`src/rtl/mul_seq_unit_pkg.sv`:
```
// Shared definitions for the iterative multiplier and the instruction decoder.
// Holds the default operand width, the multiplier FSM state encoding and the
// MULT/MULTU funct codes so decoder and execute stage agree on them.
package mul_seq_unit_pkg;

  localparam int MUL_WIDTH = 32;

  typedef enum logic [1:0] {
    MUL_IDLE = 2'd0,
    MUL_CALC = 2'd1,
    MUL_FIX  = 2'd2
  } mul_state_e;

  localparam logic [5:0] FUNCT_MULT  = 6'h18;
  localparam logic [5:0] FUNCT_MULTU = 6'h19;

endpackage

```
`src/rtl/mul_seq_unit_pp_sel.sv`:
```
// Radix-4 partial-product selector.
// Ports:
//   sel_i  2 multiplier bits of the current step
//   m_i    multiplicand magnitude
//   m3_i   precomputed 3*m_i
//   pp_o   0 / M / 2M / 3M, WIDTH+2 bits
module mul_seq_unit_pp_sel #(
  parameter int WIDTH = 32
) (
  input  logic [1:0]       sel_i,
  input  logic [WIDTH-1:0] m_i,
  input  logic [WIDTH+1:0] m3_i,
  output logic [WIDTH+1:0] pp_o
);

  always_comb begin
    pp_o = '0;
    unique case (sel_i)
      2'd0: pp_o = '0;
      2'd1: pp_o = {2'b00, m_i};
      2'd2: pp_o = {1'b0, m_i, 1'b0};
      2'd3: pp_o = m3_i;
      default: pp_o = '0;
    endcase
  end

endmodule

```
`src/rtl/mul_seq_unit.sv`:
```
// Iterative WIDTH x WIDTH multiplier, radix-4 shift-add (2 multiplier bits per
// clock). Operands are converted to magnitudes at load, the product sign is
// applied in a final FIX cycle, so a result takes ITER+1 clocks after START.
// Ports:
//   clk_i      fast core clock
//   rst_ni     asynchronous active-low reset
//   start_i    request, sampled only in IDLE
//   signed_i   1 = two's complement (MULT), 0 = unsigned (MULTU)
//   a_i, b_i   operands, sampled with an accepted start_i
//   busy_o     high from the cycle after acceptance until done_o
//   done_o     one-cycle pulse, product valid
//   p_hi_o     product upper half (to HI)
//   p_lo_o     product lower half (to LO / writeBack)
module mul_seq_unit
  import mul_seq_unit_pkg::*;
#(
  parameter int WIDTH = MUL_WIDTH
) (
  input  logic             clk_i,
  input  logic             rst_ni,
  input  logic             start_i,
  input  logic             signed_i,
  input  logic [WIDTH-1:0] a_i,
  input  logic [WIDTH-1:0] b_i,
  output logic             busy_o,
  output logic             done_o,
  output logic [WIDTH-1:0] p_hi_o,
  output logic [WIDTH-1:0] p_lo_o
);

  localparam int ITER = WIDTH / 2;
  localparam int CW   = (ITER > 1) ? $clog2(ITER) : 1;
  localparam int AW   = 2 * WIDTH + 2;

  mul_state_e         state_q, state_d;
  logic [WIDTH-1:0]   m_q, m_d;
  logic [WIDTH+1:0]   m3_q, m3_d;
  logic [WIDTH-1:0]   b_q, b_d;
  logic [AW-1:0]      acc_q, acc_d;
  logic [CW-1:0]      cnt_q, cnt_d;
  logic               neg_q, neg_d;
  logic               busy_q, busy_d;
  logic               done_q, done_d;
  logic [2*WIDTH-1:0] p_q, p_d;

  logic [WIDTH+1:0]   pp;
  logic [WIDTH-1:0]   a_mag, b_mag;
  logic [CW-1:0]      step;
  logic               unused_acc_hi;

  mul_seq_unit_pp_sel #(.WIDTH(WIDTH)) u_pp_sel (
    .sel_i (b_q[1:0]),
    .m_i   (m_q),
    .m3_i  (m3_q),
    .pp_o  (pp)
  );

  // -2^(W-1) negates to itself, which is the correct unsigned magnitude.
  assign a_mag = (signed_i && a_i[WIDTH-1]) ? -a_i : a_i;
  assign b_mag = (signed_i && b_i[WIDTH-1]) ? -b_i : b_i;

  // Multiplier is consumed LSB-first; step counts up while cnt counts down.
  assign step = CW'(ITER - 1) - cnt_q;

  // Headroom bits of the accumulator never reach the outputs.
  assign unused_acc_hi = ^acc_q[AW-1:2*WIDTH];

  always_ff @(posedge clk_i or negedge rst_ni) begin
    if (!rst_ni) begin
      state_q <= MUL_IDLE;
      m_q     <= '0;
      m3_q    <= '0;
      b_q     <= '0;
      acc_q   <= '0;
      cnt_q   <= '0;
      neg_q   <= 1'b0;
      busy_q  <= 1'b0;
      done_q  <= 1'b0;
      p_q     <= '0;
    end else begin
      state_q <= state_d;
      m_q     <= m_d;
      m3_q    <= m3_d;
      b_q     <= b_d;
      acc_q   <= acc_d;
      cnt_q   <= cnt_d;
      neg_q   <= neg_d;
      busy_q  <= busy_d;
      done_q  <= done_d;
      p_q     <= p_d;
    end
  end

  always_comb begin
    state_d = state_q;
    m_d     = m_q;
    m3_d    = m3_q;
    b_d     = b_q;
    acc_d   = acc_q;
    cnt_d   = cnt_q;
    neg_d   = neg_q;
    busy_d  = busy_q;
    done_d  = 1'b0;
    p_d     = p_q;

    unique case (state_q)
      MUL_IDLE: begin
        if (start_i) begin
          m_d     = a_mag;
          m3_d    = {2'b00, a_mag} + {1'b0, a_mag, 1'b0};
          b_d     = b_mag;
          neg_d   = signed_i & (a_i[WIDTH-1] ^ b_i[WIDTH-1]);
          acc_d   = '0;
          cnt_d   = CW'(ITER - 1);
          busy_d  = 1'b1;
          state_d = MUL_CALC;
        end
      end
      MUL_CALC: begin
        acc_d = acc_q + ({{WIDTH{1'b0}}, pp} << {step, 1'b0});
        b_d   = b_q >> 2;
        cnt_d = cnt_q - 1'b1;
        if (cnt_q == '0) begin
          state_d = MUL_FIX;
        end
      end
      MUL_FIX: begin
        // Negating a zero magnitude yields zero, so 0 * negative never gives -0.
        p_d     = neg_q ? -acc_q[2*WIDTH-1:0] : acc_q[2*WIDTH-1:0];
        done_d  = 1'b1;
        busy_d  = 1'b0;
        state_d = MUL_IDLE;
      end
      default: begin
        state_d = MUL_IDLE;
        busy_d  = 1'b0;
      end
    endcase
  end

  assign busy_o = busy_q;
  assign done_o = done_q;
  assign p_hi_o = p_q[2*WIDTH-1:WIDTH];
  assign p_lo_o = p_q[WIDTH-1:0];

endmodule
```
`config.mk`:
```
export PLATFORM = sky130hd
export DESIGN_NAME = mul_seq_unit
export DESIGN_NICKNAME = d
export VERILOG_FILES = /design/src/rtl/mul_seq_unit_pkg.sv /design/src/rtl/mul_seq_unit_pp_sel.sv /design/src/rtl/mul_seq_unit.sv
export SDC_FILE = /design/constraint.sdc
export NUM_CORES = 1
export LEC_CHECK = 0
export CORE_MARGIN = 5
export CORE_UTILIZATION = 45
export DETAILED_ROUTE_END_ITERATION = 10
export PLACE_DENSITY_LB_ADDON = 0.08
export REMOVE_ABC_BUFFERS = 1
export SLEW_MARGIN = 20
export SYNTH_ARGS = -nofsm -noshare
export SYNTH_HDL_FRONTEND = slang
export SYNTH_SLANG_ARGS = --single-unit
```
`constraint.sdc`:
```
create_clock -name clk_i -period 5.5 [get_ports clk_i]
set_input_delay 1.375 -clock clk_i [delete_from_list [all_inputs] [get_ports clk_i]]
set_output_delay 1.375 -clock clk_i [all_outputs]
set_load 0.03 [all_outputs]
```
# Word level (Yosys, flattened, before mapping)
# Cells that the tools add are included.
# Widths: inputs -> output; s select.
dict set report word_totals {
  reg_bits 237
  out_inout_bits 66
}
dict set report op_classes {
  addsub 7
  eq_ne 7
  n_shift 1
  mux 16
  bitwise_logic 3
  reduce_logical 10
}
# operator n
set op_table {}
lappend op_table {{$pmux 34 s4} 1}
lappend op_table {{$pmux 66 s2} 1}
lappend op_table {{$mux 32} 3}
lappend op_table {{$add 66x66->66} 1}
lappend op_table {{$mux 66} 1}
lappend op_table {{$shl 34x5->66} 1}
lappend op_table {{$mux 64} 1}
lappend op_table {{$neg 32->32} 2}
lappend op_table {{$neg 64->64} 1}
lappend op_table {{$pmux 32 s2} 1}
lappend op_table {{$add 32x33->34} 1}
lappend op_table {{$pmux 4 s2} 1}
lappend op_table {{$reduce_and 2->1} 4}
lappend op_table {{$eq 2x2->1 const B} 3}
lappend op_table {{$eq 2x1->1 const B} 2}
lappend op_table {{$logic_not 2->1} 2}
lappend op_table {{$logic_not 4->1} 1}
lappend op_table {{$mux 2} 2}
lappend op_table {{$mux 4} 1}
lappend op_table {{$ne 2x2->1 const B} 2}
lappend op_table {{$pmux 2 s2} 1}
lappend op_table {{$sub 4x1->4 const B} 1}
lappend op_table {{$sub 4x4->4 const A} 1}
lappend op_table {{$logic_and 1x1->1} 2}
lappend op_table {{6 further kinds} 7}

# Depth between registers and ports, before layout
dict set report depth {
  ltp_word 5
  ltp_mapped 23
}

# Hierarchy
# A second synthesis with hierarchy kept.
dict set report hier_totals {
  hier_cells 2294
  area_unflattened_um2 18988.2
}
# module instances cells_each area_each_um2 seq_area_each_um2
set modules_own_cells {}
lappend modules_own_cells {mul_seq_unit 1 2215 18126.1 5855.6}
lappend modules_own_cells {mul_seq_unit_pp_sel 1 79 862.1 0.0}

# Worst setup path before layout
# Ideal clock, no wire load.
dict set report synth_timing {
  kind {in2reg}
  from {input a_i[9]}
  to {register m3_q[27]}
  arrival_ns 4.924
  setup_slack_ns 0.443
  cell_stages 17
  n_path_buf 0
  cell_sequence {nor4_1 nand2_1 nor3_1 nand2b_1 or3_1 o21ai_0 xnor2_1 ha_1 a21o_1 a21oi_1 o21ai_0 a21oi_1 o21ai_0 or4_1 a31oi_1 xor2_1 o21ai_0}
}
dict set report synth_between {
  elab_chain_len 3
}
# element line
set synth_rtl {}
lappend synth_rtl {{from (decl)} mul_seq_unit.sv:23} ;# input logic [WIDTH-1:0] a_i,
lappend synth_rtl {{$neg 32->32} mul_seq_unit.sv:59} ;# assign a_mag = (signed_i && a_i[WIDTH-1]) ? -a_i : a_i;
lappend synth_rtl {{$mux 32} mul_seq_unit.sv:59}
lappend synth_rtl {{via a_mag[17]} mul_seq_unit.sv:47} ;# logic [WIDTH-1:0] a_mag, b_mag;
lappend synth_rtl {{$add 32x33->34} mul_seq_unit.sv:110} ;# m3_d = {2'b00, a_mag} + {1'b0, a_mag, 1'b0};
lappend synth_rtl {{to (signal assigned)} mul_seq_unit.sv:83} ;# m3_q <= m3_d;
lappend synth_rtl {{to (decl)} mul_seq_unit.sv:37} ;# logic [WIDTH+1:0] m3_q, m3_d;
# The timed path passes the listed nets, and every way through them passes these cells.
# A chain may end at the register's enable or synchronous reset.

# Worst setup path after layout
dict set report layout_timing {
  from {register b_q[0]}
  to {register acc_q[63]}
}
dict set report layout_between {
  elab_chain_len 5
}
# element line
set layout_rtl {}
lappend layout_rtl {{from (decl)} mul_seq_unit.sv:38} ;# logic [WIDTH-1:0] b_q, b_d;
lappend layout_rtl {{from (signal assigned)} mul_seq_unit.sv:73} ;# b_q <= '0;
lappend layout_rtl {{from (signal assigned)} mul_seq_unit.sv:84} ;# b_q <= b_d;
lappend layout_rtl {{$eq 2x2->1, or another cell as far along} mul_seq_unit_pp_sel.sv:18} ;# unique case (sel_i)
lappend layout_rtl {{$pmux 34 s4 (*)} mul_seq_unit_pp_sel.sv:18}
lappend layout_rtl {{$shl 34x5->66 (*)} mul_seq_unit.sv:120} ;# acc_d = acc_q + ({{WIDTH{1'b0}}, pp} << {step, 1'b0});
lappend layout_rtl {{$add 66x66->66 (*)} mul_seq_unit.sv:120}
lappend layout_rtl {{$pmux 66 s2 (*)} mul_seq_unit.sv:106} ;# unique case (state_q)
lappend layout_rtl {{to (signal assigned)} mul_seq_unit.sv:74} ;# acc_q <= '0;
lappend layout_rtl {{to (signal assigned)} mul_seq_unit.sv:85} ;# acc_q <= acc_d;
lappend layout_rtl {{to (decl)} mul_seq_unit.sv:39} ;# logic [AW-1:0] acc_q, acc_d;
# Mark *: on every way between the ends. The rest lies on a longest branch, timed or not.

==> out/metrics.csv <==
metric,value,unit
outcome,completed,
"Distinct cells, synth",66,
Final Util,0.550,
FF/Latch Area,5860,um^2
Synth area leader,dfrtp_1,
Core Area,40900,um^2
vias per cell,5.66,
Syn Inst Count,2290,
Worst VDD drop,0.260,mV
RePlAce Congestion,0.972,
CTS tree,built,
io pins,134,
Max clock buf depth,3,
final non-filler cell total,3056,
Final min period,5.18,ns
Antenna diodes,0,
DRT iter0 DRCs,1099,
flop and latch count out of synthesis,234,
final worst setup slack,0.317,ns
First-pass DRT Iterations,5,
I/O Buffers,133,
cts repair resizes,0,
vias in the first global route,16800,
Multi-input gate area,12200,um^2
"count leader, synth",nand2_1,
Synth async-reset ratio,1.00,
Crit Path Class,reg2reg,
Final ANT Viol Nets,0,
antenna violations before repair,0,
fin. max-slew vios,0,
Final Setup Violations,0,
arrival time of the worst setup path,5.61,ns
fin crit share,0.942,
MaxCap Viol Count,0,
pin count of the biggest net entering global routing,119,
Min Hold Slack,0.471,ns
main flop type after synthesis,dfrtp_1,
Post-Route WL,52800,um
pre-CTS WS,-0.0955,ns
Wirelength per Cell,17.3,um
Area Growth Syn to Fin,20.5,%
Setup Buffers After CTS,0,
"top cells by count, synth","nand2_1 (377), o21ai_0 (268), dfrtp_1 (234)",
layout cells sized above 1,0.113,
remaining routing DRC violations,0,
Rows,74,
clk_lat worst skew,0.56,ns
Static Leakage,10.0,nW
Crit path required time,5.93,ns
Worst-Margin Slew,0.974,ns
Starting Density,0.456,
critical path capture point type,flip-flop,
root buf cell,clkbuf_16,
All-Layer GR Usage,0.228,
"Warnings, synthesis",0,
die width,214,um
die footprint,45700,um^2
Vias,17300,
Clock Sinks,234,
first-pass GRT wire length,87000,um
Hold Path Class,reg2reg,
Tot Pwr,0.0151,W
clk_skew,0.0133,ns
Max Freq,0.193,GHz
clock slew at reported path FFs,0.06,ns
height of the die,214,um
hold_buf cts,0,
worst-path fanout max,37,
GRT overflow,0,
top cell type's share of synthesized area,0.314,
slew margin rel.,0.351,
Avg Synthesized Cell Area,8.15,um^2
"Cell Area, Synth",18700,um^2
"EDFF count, synth",0,
pwr dens,670,nW/um^2
register area share after synthesis,0.314,
RSZ-0062 raised after global routing,false,
hpwl dp,41500,um
nets,2684,
Num CTS Buffers,27,
final hold viol count,0,
CP Launch Type,flip-flop,
fillers,3905,
H-tree Lvls,1,
leading post-synthesis cells by cell area,"dfrtp_1 (31%), nand2_1 (7.6%), ha_1 (7.4%)",
placed cells,3007,
-- area by class of cell --
cell class,count,share of cell area
inverter,35,0.00584
tap,532,0.0296
sequential,234,0.260
clock buffer,36,0.0337
clock inverter,13,0.00456
multi-input combinational,1890,0.543
timing repair buffer,316,0.123
-- path summary, 6_finish.rpt --
| path | cells after the start | start | endpoint | slack (ns) |
|---|---|---|---|---|
| max | 18 | b_q[0] | acc_q[63] | 0.32 |
| max in group asynchronous | 2 | rst_ni | acc_q[0] | 3.47 |
| min in group asynchronous | 1 | rst_ni | p_q[17] | 0.86 |
| min reg2reg | 2 | p_q[39] | p_q[39] | 0.47 |
| min | 2 | p_q[39] | p_q[39] | 0.47 |
| max reg2reg | 18 | b_q[0] | acc_q[63] | 0.32 |
-- metal layers --
| metal | share of wire | GRT usage |
|---|---|---|
| met5 | 0 | 0 |
| met4 | 0.021 | 0.0537 |
| met3 | 0.039 | 0.0192 |
| met2 | 0.46 | 0.379 |
| met1 | 0.48 | 0.326 |
-- cells by family (layout without fill, tap and decap cells) --
logic type / Yosys count / in the layout / share of synthesized area
AOI/OAI and AO/OA: 719 / 719 / 0.237
xor gates and xnor gates: 205 / 205 / 0.0961
adders and majority gates: 112 / 112 / 0.0758
buffers and inverters: 166 / 400 / 0.0338
DFF: 234 / 234 / 0.314
muxes: 115 / 115 / 0.0645
and+or+nand+nor: 739 / 739 / 0.179
-- cell usage in the layout, fill, tap and decap left out, types with 24 or more instances in the layout --
master / instances
nor2_1: 138
xor2_1: 126
a21o_1: 53
nand2b_1: 25
clkbuf_16: 27
ha_1: 110
dfrtp_1: 233
o21ai_0: 267
o31ai_1: 28
a21oi_1: 134
nand2_1: 375
mux2_2: 32
nand4_1: 31
a22o_1: 34
xnor2_1: 79
buf_4: 179
nor3_1: 27
a22oi_1: 24
o22ai_1: 30
clkdlybuf4s50_1: 132
inv_1: 32
mux2i_1: 82
-- sequential cells by signal, summed over array words and instances, names as in the netlist --
register / flops
p_q: 64
done_o: 1
cnt_q: 4
m_q: 32
m3_q: 33
b_q: 32
busy_o: 1
acc_q: 64
neg_q: 1
state_q: 2
-- stage by stage --
stage	setup TNS [ns]	instance area [um^2]
finish	0	22500
detailed placement	-0.300	21600
CTS	0	22500
global placement	-0.0744	21600
global route	0	22500
floorplan	-85.44	18200
-- worst max-delay path: stages, from the launching register on --
cell,delay [ns]
dfrtp_1,0.45
buf_12,0.25
mux2_2,0.36
a22o_1,0.21
mux2i_1,0.21
mux2i_1,0.16
o21ai_0,0.45
mux2i_1,0.21
ha_1,0.38
a21oi_1,0.18
o21ai_0,0.16
a31oi_1,0.23
o21ai_0,0.19
or4_1,0.49
o211ai_1,0.32
a211oi_1,0.16
o21a_1,0.21
o211a_1,0.21
a211o_1,0.22
-- power breakdown --
part	switching, W	internal [W]
Sequential	0.000777	0.00253
Clock	0.000751	0.00102
Combinational	0.00567	0.00434
Total	0.00719	0.00789
(Power assumes the default switching activity.)
